File: config.mk
export PLATFORM = sky130hd
export DESIGN_NAME = dec_trigger_ctl
export DESIGN_NICKNAME = d
export VERILOG_FILES = /design/src/rtl/dec_trigger_ctl.sv
export SDC_FILE = /design/constraint.sdc
export NUM_CORES = 1
export LEC_CHECK = 0
export CORE_AREA = 2 2 243 245
export CTS_BUF_LIST = sky130_fd_sc_hd__clkbuf_8
export CTS_CLUSTER_SIZE = 12
export DETAILED_ROUTE_END_ITERATION = 8
export DIE_AREA = 0 0 245 247
export GPL_ROUTABILITY_DRIVEN = 0
export PLACE_DENSITY = 0.6
export SETUP_SLACK_MARGIN = 0.1
export SLEW_MARGIN = 20
export SYNTH_ARGS = -nofsm -noshare
export SYNTH_HDL_FRONTEND = slang
export SYNTH_SLANG_ARGS = --single-unit
export TNS_END_PERCENT = 20
File: constraint.sdc
create_clock -name clk -period 3.4 [get_ports clk]
set_input_delay 0.85 -clock clk [delete_from_list [all_inputs] [get_ports clk]]
set_output_delay 0.85 -clock clk [all_outputs]
set_load 0.05 [all_outputs]
File: src/rtl/dec_trigger_ctl.sv
// dec_trigger_ctl: decode-stage trigger CSR owner.
// Holds tdata1/tdata2 for NTRIG PC-match triggers and takes CSR writes over a
// valid/ready handshake. A write is applied in a single APPLY cycle, and matching
// is then blanked for SETTLE cycles so the match logic sees a stable config.
// Raw per-slot matches are qualified with execute/m and pair chaining.
// Sticky hit bits are kept per trigger.
module dec_trigger_ctl #(
   parameter int NTRIG  = 4,
   parameter int SETTLE = 2,
   localparam int IDXW  = (NTRIG > 1) ? $clog2(NTRIG) : 1
) (
   input  logic                  clk,
   input  logic                  rst,
   input  logic                  wr_valid,
   output logic                  wr_ready,
   input  logic [IDXW-1:0]       wr_idx,
   input  logic                  wr_sel,
   input  logic [63:0]           wr_data,
   input  logic                  dbg_mode,
   input  logic [NTRIG-1:0]      i0_match_raw,
   input  logic [NTRIG-1:0]      i1_match_raw,
   output logic [NTRIG-1:0]      trig_execute,
   output logic [NTRIG-1:0]      trig_m,
   output logic [NTRIG-1:0]      trig_match,
   output logic [NTRIG-1:0]      trig_select,
   output logic [NTRIG*64-1:0]   trig_tdata2,
   output logic [NTRIG-1:0]      i0_fire,
   output logic [NTRIG-1:0]      i1_fire,
   output logic                  i0_action_dbg,
   output logic                  i1_action_dbg,
   output logic [NTRIG*64-1:0]   tdata1_rd
);

   localparam int CW = (SETTLE > 1) ? $clog2(SETTLE) : 1;

   typedef enum logic [1:0] {
      S_IDLE  = 2'd0,
      S_APPLY = 2'd1,
      S_QUIET = 2'd2
   } state_t;

   state_t              state_q, state_d;
   logic [CW-1:0]       cnt_q, cnt_d;
   logic                wr_ready_q, wr_ready_d;
   logic                accept_s, apply_s, drop_s;

   // Write latched at accept; dbg_mode is captured with it so the filter sees a consistent view.
   logic [IDXW-1:0]     idx_q;
   logic                sel_q;
   logic [63:0]         data_q;
   logic                dbg_q;

   // Per-trigger stored tdata1 fields and tdata2.
   logic [NTRIG-1:0]    dmode_q,  dmode_d;
   logic [NTRIG-1:0]    hit_q,    hit_d;
   logic [NTRIG-1:0]    select_q, select_d;
   logic [NTRIG-1:0]    action_q, action_d;
   logic [NTRIG-1:0]    chain_q,  chain_d;
   logic [NTRIG-1:0]    match_q,  match_d;
   logic [NTRIG-1:0]    m_q,      m_d;
   logic [NTRIG-1:0]    exec_q,   exec_d;
   logic [NTRIG*64-1:0] tdata2_q, tdata2_d;

   logic [NTRIG-1:0]    q0_s, q1_s, f0_s, f1_s;

   // Handshake FSM state, settle counter and registered ready.
   always_ff @(posedge clk) begin
      if (rst) begin
         state_q    <= S_IDLE;
         cnt_q      <= {CW{1'b0}};
         wr_ready_q <= 1'b0;
      end else begin
         state_q    <= state_d;
         cnt_q      <= cnt_d;
         wr_ready_q <= wr_ready_d;
      end
   end

   // Next-state logic: IDLE accepts, APPLY commits for one cycle, QUIET counts down the blanking window.
   always_comb begin
      state_d    = state_q;
      cnt_d      = cnt_q;
      wr_ready_d = 1'b0;
      accept_s   = 1'b0;
      apply_s    = 1'b0;
      case (state_q)
         S_IDLE: begin
            if (wr_valid && wr_ready_q) begin
               accept_s   = 1'b1;
               state_d    = S_APPLY;
               wr_ready_d = 1'b0;
            end else begin
               wr_ready_d = 1'b1;
            end
         end
         S_APPLY: begin
            apply_s = 1'b1;
            state_d = S_QUIET;
            cnt_d   = CW'(SETTLE - 1);
         end
         S_QUIET: begin
            if (cnt_q == {CW{1'b0}}) begin
               state_d    = S_IDLE;
               wr_ready_d = 1'b1;
            end else begin
               cnt_d = cnt_q - CW'(1);
            end
         end
         default: begin
            state_d = S_IDLE;
            cnt_d   = {CW{1'b0}};
         end
      endcase
   end

   // Capture the accepted write so the bus may change while it is applied.
   always_ff @(posedge clk) begin
      if (rst) begin
         idx_q  <= {IDXW{1'b0}};
         sel_q  <= 1'b0;
         data_q <= 64'd0;
         dbg_q  <= 1'b0;
      end else if (accept_s) begin
         idx_q  <= wr_idx;
         sel_q  <= wr_sel;
         data_q <= wr_data;
         dbg_q  <= dbg_mode;
      end else begin
         idx_q  <= idx_q;
         sel_q  <= sel_q;
         data_q <= data_q;
         dbg_q  <= dbg_q;
      end
   end

   // A debug-owned trigger may only be rewritten from debug mode; otherwise the write is dropped silently.
   assign drop_s = dmode_q[idx_q] & ~dbg_q;

   // Config next state: hits accumulate from fires; an applied tdata1 write overrides the hit bit.
   always_comb begin
      dmode_d  = dmode_q;
      hit_d    = hit_q | i0_fire | i1_fire;
      select_d = select_q;
      action_d = action_q;
      chain_d  = chain_q;
      match_d  = match_q;
      m_d      = m_q;
      exec_d   = exec_q;
      tdata2_d = tdata2_q;
      if (apply_s && !drop_s) begin
         if (!sel_q) begin
            dmode_d[idx_q]  = data_q[59] & dbg_q;
            hit_d[idx_q]    = data_q[20];
            select_d[idx_q] = data_q[19];
            action_d[idx_q] = data_q[12];
            chain_d[idx_q]  = data_q[11] & ~idx_q[0];
            match_d[idx_q]  = data_q[7];
            m_d[idx_q]      = data_q[6];
            exec_d[idx_q]   = data_q[2];
         end else begin
            tdata2_d[{idx_q, 6'd0} +: 64] = data_q;
         end
      end else begin
         dmode_d = dmode_q;
      end
   end

   // Trigger configuration registers.
   always_ff @(posedge clk) begin
      if (rst) begin
         dmode_q  <= {NTRIG{1'b0}};
         hit_q    <= {NTRIG{1'b0}};
         select_q <= {NTRIG{1'b0}};
         action_q <= {NTRIG{1'b0}};
         chain_q  <= {NTRIG{1'b0}};
         match_q  <= {NTRIG{1'b0}};
         m_q      <= {NTRIG{1'b0}};
         exec_q   <= {NTRIG{1'b0}};
         tdata2_q <= {(NTRIG*64){1'b0}};
      end else begin
         dmode_q  <= dmode_d;
         hit_q    <= hit_d;
         select_q <= select_d;
         action_q <= action_d;
         chain_q  <= chain_d;
         match_q  <= match_d;
         m_q      <= m_d;
         exec_q   <= exec_d;
         tdata2_q <= tdata2_d;
      end
   end

   // Match qualification: execute/m gating, then pair chaining within each slot; blanked outside IDLE.
   always_comb begin
      q0_s = i0_match_raw & exec_q & m_q;
      q1_s = i1_match_raw & exec_q & m_q;
      f0_s = q0_s;
      f1_s = q1_s;
      for (int j = 0; j < NTRIG / 2; j++) begin
         if (chain_q[2*j]) begin
            f0_s[2*j]   = q0_s[2*j] & q0_s[2*j+1];
            f0_s[2*j+1] = q0_s[2*j] & q0_s[2*j+1];
            f1_s[2*j]   = q1_s[2*j] & q1_s[2*j+1];
            f1_s[2*j+1] = q1_s[2*j] & q1_s[2*j+1];
         end else begin
            f0_s[2*j]   = q0_s[2*j];
            f0_s[2*j+1] = q0_s[2*j+1];
            f1_s[2*j]   = q1_s[2*j];
            f1_s[2*j+1] = q1_s[2*j+1];
         end
      end
      if (state_q == S_IDLE) begin
         i0_fire = f0_s;
         i1_fire = f1_s;
      end else begin
         i0_fire = {NTRIG{1'b0}};
         i1_fire = {NTRIG{1'b0}};
      end
      i0_action_dbg = |(i0_fire & action_q);
      i1_action_dbg = |(i1_fire & action_q);
   end

   // Readback image: stored fields in their architectural positions, everything else zero.
   always_comb begin
      tdata1_rd = {(NTRIG*64){1'b0}};
      for (int k = 0; k < NTRIG; k++) begin
         tdata1_rd[k*64 + 59] = dmode_q[k];
         tdata1_rd[k*64 + 20] = hit_q[k];
         tdata1_rd[k*64 + 19] = select_q[k];
         tdata1_rd[k*64 + 12] = action_q[k];
         tdata1_rd[k*64 + 11] = chain_q[k];
         tdata1_rd[k*64 + 7]  = match_q[k];
         tdata1_rd[k*64 + 6]  = m_q[k];
         tdata1_rd[k*64 + 2]  = exec_q[k];
      end
   end

   assign wr_ready     = wr_ready_q;
   assign trig_execute = exec_q;
   assign trig_m       = m_q;
   assign trig_match   = match_q;
   assign trig_select  = select_q;
   assign trig_tdata2  = tdata2_q;

endmodule

; Yosys cells after proc, flatten, opt, wreduce, memory -nomap -nowiden
; Index checks and enable logic that the tools add are counted.
[word_totals]
ff_bits = 360
in_bits = 79
out_inout_bits = 539
wordCells = 86
[classes]
add_sub_neg = 2
n_lt_le_gt_ge = 2
n_eq_ne = 4
shifts = 2
muxes = 32
bitwise = 18
reduce_logical = 10
[ops]
columns = cell, n
row1 = 256-bit bitwise mux, 1
row2 = 64-bit by 10-bit variable shift with 256-bit output (first input constant), 1
row3 = 64-bit by 10-bit indexed part select with 256-bit output, 1
row4 = 4-bit bitwise mux, 8
row5 = 4-bit AND, 6
row6 = 4-bit two-way mux, 4
row7 = 2-bit two-way mux, 6
row8 = 8-bit negator with 10-bit output, 1
row9 = 1-bit two-way mux, 8
row10 = 4-bit OR, 2
row11 = 4-bit OR reduction, 2
row12 = 1-bit AND, 7
row13 = 2-bit case mux with 3 select lines, 1
row14 = 2-bit AND reduction, 3
row15 = 2-bit != test (second input constant), 2
row16 = 1-bit logical AND, 3
row17 = 2-bit by 3-bit less-than comparator with 1-bit output (second input constant), 1
row18 = 1-bit inverter, 3
row19 = 1-bit case mux with 3 select lines, 1
row20 = 1-bit binary-select mux with 2-bit select, 1
row21 = 1-bit demux with 2-bit select, 1
row22 = 2-bit by 1-bit equality test with 1-bit output (second input constant), 1
row23 = 2-bit equality test (second input constant), 1
row24 = 2-bit by 1-bit greater-or-equal comparator with 1-bit output (second input constant), 1
row25 = other kinds (4), 4

; Logic depth before layout (Yosys ltp)
[depth]
depth_word = 10
mapped_depth = 10
depth_no_buf = 6

; Least setup slack after synthesis
; No wires, ideal clock.
[synth_path]
path_type = input port to output port
start = in i0_match_raw[3]
end = out i0_action_dbg
t_arrival_ns = 4.654
t_required_ns = 2.550
path_slack_ns = -2.104
cell_stages = 4
n_path_buf = 0
cell_sequence = nand3_1 -> a2111oi_0 -> a22oi_1 -> o21ai_0
[synth_via]
elab_chain_cells = 7
[synth_lines]
columns = item, line
row1 = "start, declared", 20  ; input logic [NTRIG-1:0] i0_match_raw,
row2 = 4-bit AND (2 in a row), 195  ; q0_s = i0_match_raw & exec_q & m_q;
row3 = 1-bit AND, 201  ; f0_s[2*j] = q0_s[2*j] & q0_s[2*j+1];
row4 = 2-bit two-way mux, 200  ; if (chain_q[2*j]) begin
row5 = 4-bit two-way mux, 212  ; if (state_q == S_IDLE) begin
row6 = named net i0_fire[2], 27  ; output logic [NTRIG-1:0] i0_fire,
row7 = 4-bit AND, 219  ; i0_action_dbg = |(i0_fire & action_q);
row8 = 4-bit OR reduction, 219
row9 = "end, declared", 29  ; output logic i0_action_dbg,
; The timed path passes the listed nets, and every way through them passes these cells.

; Final worst setup path
[layout_path]
start = in i0_match_raw[3]
end = out i0_action_dbg
[layout_via]
elab_chain_cells = 7
[layout_lines]
columns = item, line
row1 = 4-bit AND * (2 in a row), 195
row2 = 1-bit AND, "201, 202"
row3 = 2-bit two-way mux *, 200
row4 = 4-bit two-way mux *, 212
row5 = 4-bit AND *, 219
row6 = 4-bit OR reduction *, 219
; Every way passes the cells marked *; elsewhere a longest branch is shown, timed or not.

==> out/qor.yml <==
status: "complete, no violations"
clkSinkCount: 360
crit_required_ns: 2.55
cts_tree: "yes"
hold_class: "reg -> reg"
synth-seq-cells: 360
syn_inst: 2286
worst_slew_pin_slew_ns: 1.047
min_period_over_period_pct: 93.87
wl_per_cell_um: 19.25
wl_mm: 64.27
cts_root_buf: "clkbuf_8"
drc: 0
rrSetupSlack_ns: 0.77
hold_start: "trig_tdata2[91]"
crit_type: "in -> out"
utilization_pct: 40.07
clk_pin_slew_worst_paths_ns: 0.06
cp-startpoint: "i0_match_raw[3]"
min_period_ns: 3.192
grt_pass1_wl_mm: 95.98
cp-end-kind: "output pin"
std_cell_rows: 89
syn_area_per_cell_um2: 7.995
ant_nets: 0
ys_top_cells_by_count: "nand2_1 (393), dfxtp_1 (360), a21oi_1 (354)"
antenna_found_initial: 4
grt_pass1_vias: 16160
cap_violations: 0
num_vias: 17480
final_nets: 2602
skew_ns: 0.02816
relSlewSlack_pct: 30.18
clock.fmax_mhz: 313.3
ys_seq_area_share_pct: 39.43
htree_levels: 3
finalSetupViolations: 0
irDropWorstVdd_uv: 220.5
start_util_pct: 31.38
cp.arrival_ns: 2.34
drt_first_iter_violations: 1139
cts_buffers: 68
core_area_um2: 58240
dr.pass1.iters: 5
syn_to_final_growth_pct: 27.69
drive_above_1_share_pct: 7.377
p_per_area_nw_per_um2: 422.7
port_buffers: 393
ys_warn_count: 0
setup_tns_ns: 0
cts_max_path_buffers: 3
post_dp_cell_area_um2: 21990
finalNonFillerCells: 3339
grt_max_degree: 125
dp.cells: 3218
synth_ff_type: "dfxtp_1"
stdcell_area_um2: 23340
hold_viol: 0
async_flop_share_pct: 0
synth.cell_area_um2: 18280
n_fill_cell: 5914
vias_per_cell: 5.235
synth_area_leaders: "dfxtp_1 (39%), o31ai_1 (12%), or4_1 (10%), buf_4 (9.9%), a21oi_1 (9.7%)"
leakage_nw: 7.299
yosysMostFrequentCell: "nand2_1"
synth_edf_count: 0
io_pins: 618
dieWidth_um: 245
clk_latency_ns: 0.65
r2r_start: "idx_q[1]"
synth_top_area_share_pct: 39.43
track_usage_pct: 20.11
crit_path_start_kind: "input pin"
post_cts_buffers: 0
grt_setup_unrepaired: "false"
overflow: 0
die_h_um: 247
slew_violations: 0
synth.largest_area_cell: "dfxtp_1"
hpwl_mm: 40.73
synthDistinctLibCells: 36
die_area_um2: 60520
path_max_fanout: 2
worst max-delay path, cell delays in order:
cell             delay [ns]
clkdlybuf4s50_1        0.47
nand3_1                0.18
a2111oi_4              0.36
a22oi_1                0.13
o21ai_1                0.17
buf_12                 0.17
path summary, 6_finish.rpt:
check,endpoint,depth (start not counted)
hold / removal,trig_tdata2[91],2
hold reg to reg,trig_tdata2[91],2
setup reg to reg,trig_tdata2[206],7
setup / recovery,i0_action_dbg,6
power by group:
part / leakage (nW) / internal (mW) / total (mW) / switching [mW]
sequential: 2.90 / 4.26 / 4.34 / 0.0764
clock: 0.772 / 2.29 / 4.22 / 1.93
combinational: 3.62 / 0.213 / 1.31 / 1.10
sequential cells by signal (all words and copies together) (netlist names):
name          flops
action_q          4
chain_q           4
cnt_q             1
data_q           64
dbg_q             1
dmode_q           4
hit_q             4
idx_q             2
sel_q             1
state_q           2
trig_execute      4
trig_m            4
trig_match        4
trig_select       4
trig_tdata2     256
wr_ready          1
logic make-up after synthesis:
kind of cell	after synthesis	synth area share (%)
mux	3	0.2054
other cells	1	0.02052
flops	360	39.43
buf+inv	529	16.53
fa+ha+maj	8	0.5477
simple gates	728	21.09
compound gates	657	22.18
final cells by class:
cell class                 count  area (µm²)  share of cell area, %
multi-input combinational   1620        8986                  38.51
sequential                   360        7207                  30.88
timing repair buffer         453        4777                  20.47
clock buffer                  87        1197                  5.131
tap                          773       967.2                  4.145
clock inverter                30       136.4                 0.5844
inverter                      12       55.05                 0.2359
antenna                        4       10.01                0.04289
stage by stage:
stage               worst slack [ns]  hold slack [ns]  power (mW)
floorplan                    0.02288           0.4479       5.579
global placement              0.1738           0.4519       5.722
detailed placement            0.1785           0.4568       5.730
CTS                           0.1731           0.4673       9.974
global route                  0.1186           0.4776       10.22
finish                        0.2083           0.4623       9.865
layer usage:
layer | vias up | GRT usage, % | share of wire, %
met2 | 692 | 32.94 | 47
li1 | 8329 | - | -
met3 | 122 | 4.634 | 7.4
met4 | 0 | 7.586 | 2.9
met5 | - | 0 | 0
met1 | 8338 | 25.69 | 42
placed cells by master (no fill, tap or decap), drive strengths merged, types with 36 or more instances in the layout:
cell type      netlist  final
clkbuf             228     87
a21oi              354    354
buf                289     71
inv                  9     36
or4                254    254
nand2              393    393
dfxtp              360    360
clkdlybuf4s50        0    382
o31ai              284    284
conb                 1    224
timing repair:
action,CTS,global route
endpoints found under the setup margin,2,0
hold endpoints to repair,0,0
hold buffers,0,0
gates resized for setup,2,0
No activity file was read; power rests on OpenSTA's default activity.
